<file path="src/rtl/ir_pkg.sv">
// Shared constants and timing helpers for the multi-channel IR sense block.
package ir_pkg;

    localparam int PERIOD_DEF      = 500000;
    localparam int ON_TIME_DEF     = 25000;
    localparam int PERIOD_FAST_DEF = 64;
    localparam int ON_FAST_DEF     = 8;
    localparam int DEBOUNCE_W      = 4;

    // Strobe period actually used, picked by the fast-simulation switch.
    function automatic int eff_period(input int fast_sim, input int period,
                                      input int period_fast);
        return (fast_sim != 0) ? period_fast : period;
    endfunction

    // Emitter on-time actually used, picked by the fast-simulation switch.
    function automatic int eff_on(input int fast_sim, input int on_time,
                                  input int on_fast);
        return (fast_sim != 0) ? on_fast : on_time;
    endfunction

endpackage

</file>
<file path="src/rtl/ir_chan.sv">
// One IR channel: 2-flop synchronizer, inversion to active-high,
// sample-qualified debounce, level register and 1-cycle edge pulses.
module ir_chan
    import ir_pkg::*;
#(
    parameter int DEBOUNCE = 1
) (
    input  logic clk,
    input  logic rst_n,
    input  logic smpl,
    input  logic ch_en,
    input  logic ir_n,
    output logic ir,
    output logic ir_rise,
    output logic ir_fall
);

    localparam logic [DEBOUNCE_W-1:0] DB_LAST = DEBOUNCE_W'(DEBOUNCE - 1);

    logic                  sync1;
    logic                  sync2;
    logic                  sample;
    logic [DEBOUNCE_W-1:0] dcnt;
    logic                  toggled;

    assign sample = ~sync2;

    // Bring the asynchronous pin into clk; idle level is "no reflection".
    always_ff @(posedge clk or negedge rst_n) begin
        if (!rst_n) begin
            sync1 <= 1'b1;
            sync2 <= 1'b1;
        end else begin
            sync1 <= ir_n;
            sync2 <= sync1;
        end
    end

    // Debounce at the sample point; masking wins and silently drops the level.
    always_ff @(posedge clk or negedge rst_n) begin
        if (!rst_n) begin
            ir      <= 1'b0;
            dcnt    <= '0;
            toggled <= 1'b0;
        end else begin
            toggled <= 1'b0;
            if (!ch_en) begin
                ir   <= 1'b0;
                dcnt <= '0;
            end else if (smpl) begin
                if (sample != ir) begin
                    if (dcnt == DB_LAST) begin
                        ir      <= sample;
                        dcnt    <= '0;
                        toggled <= 1'b1;
                    end else begin
                        dcnt <= dcnt + 1'b1;
                    end
                end else begin
                    dcnt <= '0;
                end
            end
        end
    end

    // Edge pulses one cycle after the level change, lined up with smpl_vld.
    always_ff @(posedge clk or negedge rst_n) begin
        if (!rst_n) begin
            ir_rise <= 1'b0;
            ir_fall <= 1'b0;
        end else begin
            ir_rise <= toggled & ir & ch_en;
            ir_fall <= toggled & ~ir & ch_en;
        end
    end

endmodule

</file>
<file path="src/rtl/ir_sense_multi.sv">
// Shared IR emitter strobe with NUM_CH sampled, debounced sensor channels.
// The period counter drives IR_en and a single sample point at the last
// cycle of the on-window; each channel debounces independently.
module ir_sense_multi
    import ir_pkg::*;
#(
    parameter int NUM_CH      = 3,
    parameter int FAST_SIM    = 1,
    parameter int PERIOD      = PERIOD_DEF,
    parameter int ON_TIME     = ON_TIME_DEF,
    parameter int PERIOD_FAST = PERIOD_FAST_DEF,
    parameter int ON_FAST     = ON_FAST_DEF,
    parameter int DEBOUNCE    = 1
) (
    input  logic              clk,
    input  logic              rst_n,
    input  logic [NUM_CH-1:0] ch_en,
    input  logic              cont,
    input  logic [NUM_CH-1:0] ir_n,
    output logic              IR_en,
    output logic [NUM_CH-1:0] ir,
    output logic [NUM_CH-1:0] ir_rise,
    output logic [NUM_CH-1:0] ir_fall,
    output logic              smpl_vld
);

    localparam int P  = eff_period(FAST_SIM, PERIOD, PERIOD_FAST);
    localparam int ON = eff_on(FAST_SIM, ON_TIME, ON_FAST);
    localparam int CW = (P > 1) ? $clog2(P) : 1;

    localparam logic [CW-1:0] CNT_LAST = CW'(P - 1);
    localparam logic [CW-1:0] CNT_ON   = CW'(ON);
    localparam logic [CW-1:0] CNT_SMPL = CW'(ON - 1);

    if ((ON < 4) || (ON >= P)) begin : g_bad_on
        $error("ir_sense_multi: on-time must satisfy 4 <= ON < P");
    end
    if ((DEBOUNCE < 1) || (DEBOUNCE > 15)) begin : g_bad_db
        $error("ir_sense_multi: DEBOUNCE must be in 1..15");
    end
    if ((NUM_CH < 1) || (NUM_CH > 16)) begin : g_bad_ch
        $error("ir_sense_multi: NUM_CH must be in 1..16");
    end

    logic [CW-1:0] cnt;
    logic          smpl;
    logic          smpl_d;

    assign smpl = (cnt == CNT_SMPL);

    // Free-running period counter; wraps to 0 after P-1.
    always_ff @(posedge clk or negedge rst_n) begin
        if (!rst_n) begin
            cnt <= '0;
        end else if (cnt == CNT_LAST) begin
            cnt <= '0;
        end else begin
            cnt <= cnt + 1'b1;
        end
    end

    // Emitter window: on at cnt==0, off at cnt==ON; cont holds it on and the
    // window only takes over again at the next cnt==ON edge.
    always_ff @(posedge clk or negedge rst_n) begin
        if (!rst_n) begin
            IR_en <= 1'b0;
        end else if (cont) begin
            IR_en <= 1'b1;
        end else if (cnt == '0) begin
            IR_en <= 1'b1;
        end else if (cnt == CNT_ON) begin
            IR_en <= 1'b0;
        end
    end

    // Sample-valid trails the sample edge by one cycle so it coincides with
    // the channels' edge pulses.
    always_ff @(posedge clk or negedge rst_n) begin
        if (!rst_n) begin
            smpl_d   <= 1'b0;
            smpl_vld <= 1'b0;
        end else begin
            smpl_d   <= smpl;
            smpl_vld <= smpl_d;
        end
    end

    for (genvar i = 0; i < NUM_CH; i++) begin : g_ch
        ir_chan #(
            .DEBOUNCE (DEBOUNCE)
        ) u_chan (
            .clk     (clk),
            .rst_n   (rst_n),
            .smpl    (smpl),
            .ch_en   (ch_en[i]),
            .ir_n    (ir_n[i]),
            .ir      (ir[i]),
            .ir_rise (ir_rise[i]),
            .ir_fall (ir_fall[i])
        );
    end

endmodule
</file>
<file path="config.mk">
export PLATFORM = sky130hd
export DESIGN_NAME = ir_sense_multi
export DESIGN_NICKNAME = d
export VERILOG_FILES = /design/src/rtl/ir_pkg.sv /design/src/rtl/ir_chan.sv /design/src/rtl/ir_sense_multi.sv
export SDC_FILE = /design/constraint.sdc
export NUM_CORES = 1
export LEC_CHECK = 0
export BUFFER_PORTS_ARGS = -buffer_cell sky130_fd_sc_hd__buf_2
export CAP_MARGIN = 20
export CORE_UTILIZATION = 52
export CTS_CLUSTER_SIZE = 8
export DETAILED_ROUTE_END_ITERATION = 8
export PLACE_DENSITY = 0.78
export SLEW_MARGIN = 25
export SYNTH_ARGS = -nofsm -noshare
export SYNTH_HDL_FRONTEND = slang
export SYNTH_HIERARCHICAL = 1
export SYNTH_SLANG_ARGS = --single-unit
</file>
<file path="constraint.sdc">
create_clock -name clk -period 3.4 [get_ports clk]
set_clock_uncertainty 0.15 [all_clocks]
set_input_delay 1.02 -clock clk [delete_from_list [all_inputs] [get_ports clk]]
set_output_delay 1.02 -clock clk [all_outputs]
set_load 0.03 [all_outputs]
</file>
==> flow_metrics.py, run 1 <==
metrics = {
    "run_status": {
        "status": "finished clean",
    },
    "routing": {
        "wirelength_mm": 3.13,
        "drc": 0,
        "ant_nets": 0,
        "drt-initial-drc-count": 83,
        "via_count": 1287,
        "wl_per_cell_um": 13.6,
        "via_per_inst": 5.60,
        "first_pass_iters": 4,
    },
    "critical_path": {
        "crit_fanout": 16,
        "ff2ff_path_depth": 7,
        "cp.arrival_ns": 2.52,
        "crit_type": "reg2reg",
        "critPathLaunchType": "register",
        "crit_path_end_kind": "register",
        "crit_required_ns": 3.51,
    },
    "floorplanning": {
        "core.rowCount": 21,
        "floorplan.initialDensity_pct": 55.0,
        "die_h_um": 61.7,
        "coreArea_sq_mm": 0.00336,
        "ios": 20,
        "dieArea_sq_mm": 0.00380,
        "die_x_um": 61.7,
    },
    "sta": {
        "finalMaxSlewViolations": 0,
        "worstMarginPinSlew_ns": 0.820,
        "rsz0062_at_grt": "false",
        "hold_viol": 0,
        "finalSetupViolCount": 0,
        "slew_headroom_pct": 45.4,
        "setup_tns_ns": 0,
        "max_freq_ghz": 0.416,
        "finalCriticalPeriod_ns": 2.41,
        "fin_crit_sh_pct": 70.8,
    },
    "logic_synthesis": {
        "synthTopCellsByArea": "dfrtp_1 45%, dfstp_2 8.5%, ha_1 5.4%, a21boi_0 3.7%, nand3_1 3.2%",
        "synth_seq_cells": 39,
        "seq_area_frac_synth_pct": 53.1,
        "synth_top_area_share_pct": 44.6,
        "synth.largest_area_cell": "dfrtp_1",
        "yosys_warnings": 6,
        "synth_edf_count": 0,
        "synth_cell_types": 30,
        "synth_area_sq_mm": 0.00185,
        "synthArstFlopShare_pct": 100,
        "syn_avg_cell_area_sq_um": 11.6,
        "ys.flop_type": "dfrtp_1",
        "syn_inst": 160,
        "synth_fp_nets": 177,
    },
    "cells_and_area": {
        "areaGrowthSynthToFinish_pct": 9.67,
        "layout.cells.most_common_list": "33 x dfrtp_1, 19 x buf_2, 14 x inv_1",
        "n_antenna_cell": 0,
        "layout.nets": 200,
        "utilization_pct": 60.3,
        "mostFrequentLayoutCell": "dfrtp_1",
        "layout-drive-gt1-share_pct": 22.8,
    },
    "power_and_ir_drop": {
        "powerDensity_mw_per_mm2": 359,
        "total_power_uw": 728,
        "peakVddDrop_v": 0.000276,
        "p_leak_uw": 0.000899,
    },
    "job": {
        "maxCapViolations": 0,
    },
    "clocking": {
        "h-tree-depth": 2,
        "tritoncts": "built",
        "cts_made_buffers": 5,
        "cts.path.max_buffers": 2,
        "cts_hold_buf": 0,
        "clk_pin_slew_ns": 0.12,
        "cts_resized": 0,
        "post_cts_buffers": 0,
        "clock_latency_ns": 0.35,
        "clkSinkCount": 39,
        "root_buffer": "clkbuf_4",
    },
    "worst_hold_path": {
        "hold_path.class": "reg2reg",
        "hold_depth": 0,
    },
    "global_routing": {
        "grtUsageTotal_pct": 19.8,
        "grt_antenna_before_repair": 0,
        "use_met3_pct": 7.14,
        "overflow": 0,
        "use_met1_pct": 23.6,
        "grt_pass1_wl_mm": 5.26,
        "grt_pass1_vias": 1221,
        "gr-usage-met2_pct": 31.3,
        "grt_max_degree": 40,
        "top_usage_layer": "met2",
    },
    "placed_design": {
        "dp_hpwl_mm": 2.17,
        "gp_congestion": 0.799,
        "io_buffers": 19,
    },
}
[through the flow]
stage | worst slack [ns] | cells | area, sq um | hold slack, ns
final | 0.994 | 230 | 2030 | 0.199
after global routing | 0.795 | 230 | 2030 | 0.202
after floorplan | 0.759 | 160 | 1860 | 0.181
after global placement | 1.16 | 222 | 1980 | 0.186
after CTS | 1.01 | 230 | 2030 | 0.199
after detailed placement | 1.03 | 222 | 1980 | 0.185
[cell families after synthesis]
| kind of cell | after synthesis | share of synthesized area (%) |
|---|---|---|
| fa+ha+maj | 8 | 5.41 |
| simple gates | 64 | 23.3 |
| xor+xnor | 5 | 2.37 |
| buf+inv | 18 | 5.27 |
| compound gates | 26 | 10.5 |
| flops | 39 | 53.1 |
[metal layers]
metal	vias to the layer above	part of all wire (%)
li1	612	-
met1	635	45
met2	33	48
met3	7	4.6
met4	0	1.9
met5	-	0
[final cells by class]
cell class              count  area, sq um
fillers                   291         1330
flip-flops and latches     39          983
multi-input cells         103          785
repair buffers             20          103
well taps                  46         57.6
inverters                  14         52.6
clock buffers               8         48.8
[synth_stat cells (4+ instances only)]
master	instances
dfrtp_1	33
inv_1	14
nand3_1	12
a21boi_0	9
ha_1	8
nand2_1	8
nand4_1	7
dfstp_2	6
nand2b_1	6
or3_1	6
a41oi_1	5
buf_6	4
nor2_1	4
xnor2_1	4
[path summary, 6_finish.rpt]
kind,startpoint,to,slack (ns)
min in group asynchronous,rst_n,g_ch[0].u_chan/dcnt[2],0.59
hold reg to reg,g_ch[0].u_chan/sync1,g_ch[0].u_chan/sync2,0.20
hold / removal,g_ch[0].u_chan/sync1,g_ch[0].u_chan/sync2,0.20
setup / recovery,cnt[0],g_ch[1].u_chan/dcnt[3],0.99
max in group asynchronous,rst_n,g_ch[1].u_chan/ir,1.98
setup reg to reg,cnt[0],g_ch[1].u_chan/dcnt[3],0.99
[registers in the layout, summed over array words and instances (netlist names)]
register	cells
IR_en	1
cnt	6
g_ch.u_chan/dcnt	12
g_ch.u_chan/ir	3
g_ch.u_chan/ir_fall	3
g_ch.u_chan/ir_rise	3
g_ch.u_chan/sync1	3
g_ch.u_chan/sync2	3
g_ch.u_chan/toggled	3
smpl_d	1
smpl_vld	1
[critical path, cell delays in order, from the launching register on]
cell and delay (ns):
dfrtp_1 0.43, ha_1 0.28, nand2_1 0.14, nor4_4 0.43, buf_4 0.32, nor2b_4 0.06, or3_1 0.34, o211ai_1 0.17
[power by group]
| part | switching, uW | leakage [uW] | internal [uW] |
|---|---|---|---|
| combinational | 18.6 | 0.000368 | 9.04 |
| sequential | 2.25 | 0.000505 | 470 |
| clock | 145 | 0.0000265 | 82.5 |
Power figures use the tool's default switching activity.
==> inputs of run 2 (changes only) <==
ABC_AREA = 1   (was default)
CORE_UTILIZATION = 55   (was 52)
clock period = 2.45 ns   (was 3.4 ns; I/O delays follow)
==> flow_metrics.py, run 2 <==
metrics = {
    "logic_synthesis": {
        "synth_edf_count": 0,
        "seq_area_frac_synth_pct": 53.4,
        "yosys-top-cells-count": "61 x nand2_1, 33 x dfrtp_1, 26 x inv_1, 18 x nor2_1, 15 x nand3_1",
        "synth_area_sq_mm": 0.00184,
        "post-synth-top-count-cell": "nand2_1",
        "synth_cell_types": 19,
        "synthTopCellsByArea": "dfrtp_1 45%, nand2_1 12%, dfstp_2 8.6%, ha_1 5.4%, inv_1 5.3%",
        "yosys_warnings": 6,
        "syn_inst": 211,
        "syn_avg_cell_area_sq_um": 8.72,
        "ys.flop_type": "dfrtp_1",
        "synthArstFlopShare_pct": 100,
        "synth_fp_nets": 228,
        "synth.largest_area_cell": "dfrtp_1",
        "synth_top_area_share_pct": 44.9,
        "synth_seq_cells": 39,
    },
    "critical_path": {
        "crit_top_cell": "nand2_1",
        "critPathLaunchType": "register",
        "crit_path_end_kind": "register",
        "cp.arrival_ns": 2.11,
        "cp_cell_sequence": "ha_1, nand2_1, nor4_2, buf_4, nor2_4, inv_4, nand2_1, nand2_1, nand2_1, nor2_1",
        "cp.buffers_inverters": 2,
        "crit_path_max_incr_delay_ns": 0.44,
        "cp_slowest_cell": "dfrtp_1",
        "crit_required_ns": 2.59,
        "crit_type": "reg2reg",
        "critical-path-top-delay-family": "simple AND/OR/NAND/NOR gates",
        "crit_fanout": 9,
    },
    "cells_and_area": {
        "fin_area_sq_mm": 0.00210,
        "layout-drive-gt1-share_pct": 22.5,
        "areaGrowthSynthToFinish_pct": 14.0,
        "mostFrequentLayoutCell": "nand2_1",
        "n_antenna_cell": 0,
        "layout.cells.most_common_list": "61 x nand2_1, 33 x dfrtp_1, 26 x inv_1",
        "layout.nets": 256,
        "largest_register": "g_ch.u_chan/dcnt",
        "fill_cells": 270,
        "reg_top3": "g_ch.u_chan/dcnt x12, cnt x6",
        "largest_register_ffs": 12,
    },
    "routing": {
        "drt-initial-drc-count": 71,
        "via_count": 1417,
        "via_per_inst": 4.99,
        "wl_per_cell_um": 11.5,
        "first_pass_iters": 4,
        "ant_nets": 0,
        "drc": 0,
        "wirelength_mm": 3.27,
    },
    "placed_design": {
        "dp_hpwl_mm": 2.33,
        "gp_congestion": 0.872,
        "dpl_cell_area_sq_mm": 0.00201,
        "io_buffers": 19,
    },
    "sta": {
        "finalHoldWorstSlack_ns": 0.213,
        "finalMaxSlewViolations": 0,
        "slew_headroom_pct": 68.3,
        "hold_viol": 0,
        "finalSetupViolCount": 0,
        "finalCriticalPeriod_ns": 1.97,
        "setup_tns_ns": 0,
        "max_freq_ghz": 0.508,
        "rsz0062_at_grt": "false",
        "fin_crit_sh_pct": 80.4,
        "worstMarginPinSlew_ns": 0.476,
    },
    "power_and_ir_drop": {
        "powerDensity_mw_per_mm2": 583,
        "p_leak_uw": 0.00106,
        "peakVddDrop_v": 0.000331,
    },
    "clocking": {
        "clk_pin_slew_ns": 0.12,
        "cts.path.max_buffers": 2,
        "cts_made_buffers": 5,
        "cts_hold_buf": 0,
        "tritoncts": "built",
        "post_cts_buffers": 0,
        "clock_latency_ns": 0.35,
        "clkSinkCount": 39,
        "h-tree-depth": 2,
        "cts_resized": 0,
        "root_buffer": "clkbuf_4",
    },
    "floorplanning": {
        "dieArea_sq_mm": 0.00358,
        "core.rowCount": 20,
        "die_h_um": 59.9,
        "floorplan.initialDensity_pct": 59.3,
        "die_x_um": 59.9,
        "coreArea_sq_mm": 0.00310,
        "ios": 20,
    },
    "global_routing": {
        "grtUsageTotal_pct": 21.3,
        "grt_max_degree": 40,
        "grt_pass1_vias": 1342,
        "grt_pass1_wl_mm": 5.58,
        "grt_antenna_before_repair": 0,
        "overflow": 0,
    },
    "run_status": {
        "status": "finished clean",
    },
    "worst_hold_path": {
        "hold_path.class": "reg2reg",
    },
    "job": {
        "maxCapViolations": 0,
    },
}
-- run 2: worst reg2reg max path, stage by stage (launching register included) --
cell and delay (ns):
dfrtp_1 0.44, ha_1 0.23, nand2_1 0.09, nor4_2 0.36, buf_4 0.24, nor2_4 0.06
inv_4 0.10, nand2_1 0.06, nand2_1 0.06, nand2_1 0.04, nor2_1 0.09
-- run 2: per-stage QoR --
| stage | utilization (%) | cells | setup WS, ns | total power [uW] |
|---|---|---|---|---|
| 2_1_floorplan | - | 211 | 0.0198 | 736 |
| 6_report | 67.6 | 284 | 0.480 | 1220 |
| 3_5_place_dp | 64.8 | 276 | 0.508 | 775 |
| 5_1_grt | 67.6 | 284 | 0.254 | 1270 |
| 3_3_place_gp | 64.8 | 276 | 0.581 | 773 |
| 4_1_cts | 67.6 | 284 | 0.489 | 1230 |
-- run 2: power breakdown --
group | internal (uW) | switching, uW
clock network | 241 | 218
logic | 25.9 | 68.4
registers | 659 | 10.6
-- run 2: final timing paths --
check,startpoint,endpoint,slack (ns),cells after the start
worst min register to register,g_ch[2].u_chan/sync1,g_ch[2].u_chan/sync2,0.21,0
worst min-delay path,g_ch[2].u_chan/sync1,g_ch[2].u_chan/sync2,0.21,0
min in group asynchronous,rst_n,g_ch[0].u_chan/toggled,0.26,2
worst max register to register,cnt[0],g_ch[1].u_chan/dcnt[3],0.48,10
worst max-delay path,cnt[0],g_ch[1].u_chan/dcnt[3],0.48,10
max in group asynchronous,rst_n,g_ch[2].u_chan/sync2,1.52,2
-- run 2: area by class of cell --
type / instances / area, sq um / share of cell area [%]
clock buffer: 6 / 51.3 / 2.44
clock inverter: 2 / 35.0 / 1.67
inverter: 35 / 139 / 6.62
multi-input combinational: 137 / 724 / 34.5
sequential: 39 / 983 / 46.9
tap: 44 / 55.1 / 2.62
timing repair buffer: 21 / 110 / 5.25
-- run 2: cells by family after synthesis --
family          share of synthesized area, %
fa+ha+maj                               5.44
simple gates                            30.5
flops                                   53.4
buf+inv                                 7.55
xor+xnor                               0.952
compound gates                          2.11
-- run 2: metal layers --
layer | vias up | global-route usage, % | wire length (um)
met1 | 663 | 25.0 | 1450
met2 | 29 | 36.8 | 1690
li1 | 721 | - | -
met5 | - | 0 | 0
met4 | 0 | 7.97 | 25
met3 | 4 | 6.06 | 107
==> inputs of run 3 (changes only) <==
CORE_UTILIZATION = 52   (was 55)
clock period = 1.7 ns   (was 2.45 ns; I/O delays follow)
==> flow_metrics.py, run 3 (synthesized netlist as in run 2, its figures left out) <==
metrics = {
    "run_status": {
        "status": "finished clean",
    },
    "routing": {
        "first_pass_iters": 4,
        "wl_met2_mm": 1.72,
        "wl_met1_mm": 1.57,
        "wirelength_mm": 3.51,
        "via_per_inst": 5.06,
        "wl_met3_um": 181,
        "drc": 0,
        "via_count": 1519,
        "wl_per_cell_um": 11.7,
        "ant_nets": 0,
        "dr.max_layer_used": "met4",
        "drt-initial-drc-count": 68,
    },
    "critical_path": {
        "crit_path_end_kind": "register",
        "cp.buffers_inverters": 2,
        "crit_fanout": 7,
        "r2r_start": "cnt[1]",
        "cp_slowest_cell": "dfrtp_1",
        "cp_cell_sequence": "ha_4, nand2_4, nor4_4, buf_12, nor2_4, inv_4, nand2_2, nand2_2, nand2_1, nor2_1",
        "critPathLaunchType": "register",
        "cp-startpoint": "cnt[1]",
        "cp.arrival_ns": 1.80,
        "crit_type": "reg2reg",
        "crit_path_max_incr_delay_ns": 0.42,
        "crit_top_cell": "nand2_2",
        "crit_required_ns": 1.84,
        "critical-path-top-delay-family": "simple AND/OR/NAND/NOR gates",
    },
    "placed_design": {
        "dp_hpwl_mm": 2.31,
        "place_ws_ns": 0.0152,
        "io_buffers": 19,
        "gp_congestion": 0.847,
    },
    "sta": {
        "slew_headroom_pct": 82.7,
        "rsz0062_at_grt": "true",
        "max_freq_ghz": 0.602,
        "finalMaxSlewViolations": 0,
        "hold_viol": 0,
        "worstMarginPinSlew_ns": 0.258,
        "finalHoldWorstSlack_ns": 0.0945,
        "fin_ws_ns": 0.0401,
        "finalCriticalPeriod_ns": 1.66,
        "fin_crit_sh_pct": 97.6,
        "finalSetupViolCount": 0,
    },
    "clocking": {
        "h-tree-depth": 2,
        "clkSinkCount": 39,
        "clock_latency_ns": 0.35,
        "tritoncts": "built",
        "cts_made_buffers": 5,
        "clk_pin_slew_ns": 0.12,
        "root_buffer": "clkbuf_4",
        "cts.path.max_buffers": 2,
    },
    "floorplanning": {
        "core.rowCount": 21,
        "dieArea_sq_mm": 0.00378,
        "ios": 20,
        "coreArea_sq_mm": 0.00336,
        "floorplan.initialDensity_pct": 54.7,
        "die_x_um": 61.5,
        "die_h_um": 61.5,
    },
    "worst_hold_path": {
        "worstHoldStart": "ir_n[0]",
        "hold_path.class": "in2reg",
    },
    "power_and_ir_drop": {
        "powerDensity_mw_per_mm2": 715,
        "peakVddDrop_v": 0.000297,
        "p_leak_uw": 0.00114,
    },
    "cells_and_area": {
        "largest_register_ffs": 12,
        "reg_top3": "g_ch.u_chan/dcnt x12, cnt x6",
        "layout.nets": 270,
        "layout.cells.most_common_list": "55 x nand2_1, 33 x dfrtp_1, 26 x inv_1",
        "n_antenna_cell": 0,
        "areaGrowthSynthToFinish_pct": 22.7,
        "mostFrequentLayoutCell": "nand2_1",
        "layout-drive-gt1-share_pct": 30.3,
        "largest_register": "g_ch.u_chan/dcnt",
        "fill_cells": 297,
    },
    "global_routing": {
        "grt_pass1_wl_mm": 5.35,
        "grt_pass1_vias": 1325,
        "grt_antenna_before_repair": 0,
        "grt_max_degree": 40,
        "grtUsageTotal_pct": 19.4,
        "overflow": 0,
    },
    "job": {
        "maxCapViolations": 0,
    },
}
[run 3: cell type report]
cell class                 count  area [sq um]  area share (%)
inverter                      35           139            6.15
multi-input combinational    137           781            34.6
timing repair buffer          32           223            9.86
clock inverter                 3          15.0           0.665
tap                           46          57.6            2.55
clock buffer                   5          37.5            1.66
timing repair inverter         3          22.5           0.997
sequential                    39           983            43.5
[run 3: worst paths after layout]
check / endpoint / cells after the start / slack, ns
max in group asynchronous: g_ch[2].u_chan/sync1 / 3 / 0.63
min: g_ch[0].u_chan/sync1 / 1 / 0.09
min in group asynchronous: g_ch[0].u_chan/dcnt[3] / 3 / 0.49
max reg2reg: g_ch[0].u_chan/dcnt[2] / 10 / 0.04
min reg2reg: g_ch[0].u_chan/sync2 / 0 / 0.21
max: g_ch[0].u_chan/dcnt[2] / 10 / 0.04
[run 3: timing repair]
| action | CTS | global route |
|---|---|---|
| setup endpoints to repair | 0 | 15 |
| buffers inserted | 0 | 8 |
| endpoints found under the hold margin | 33 | 0 |
| gates resized for setup | 0 | 11 |
| hold buffers | 1 | 0 |
[run 3: layer usage]
metal / GRT usage, % / up-vias
met5: 0 / -
met4: 7.30 / 0
met2: 30.1 / 50
li1: - / 754
met3: 6.51 / 5
met1: 25.4 / 710
[run 3: power breakdown]
group	leakage, uW	internal (uW)	switching [uW]
Sequential	0.000502	950	12.7
Combinational	0.000600	64.0	114
Clock	0.0000347	154	320
Total	0.00114	1170	447
[run 3: worst register-to-register path, delay by kind of cell, from the launching register on]
kind	cells	cell delay, ns
adder cells (fa/ha/maj)	1	0.18
buffers and inverters	2	0.25
flip-flops	1	0.42
AND/OR/NAND/NOR	7	0.61
[run 3: metrics by stage]
stage | cells | setup TNS [ns] | power, uW | area (sq um) | util [%]
4_1_cts | 289 | 0 | 1600 | 2130 | 63.4
5_1_grt | 300 | -0.342 | 1690 | 2260 | 67.2
3_5_place_dp | 280 | 0 | 1120 | 2070 | 61.5
3_3_place_gp | 280 | 0 | 1120 | 2070 | 61.5
6_report | 300 | 0 | 1610 | 2260 | 67.2
2_1_floorplan | 211 | -0.414 | 1060 | 1860 | -
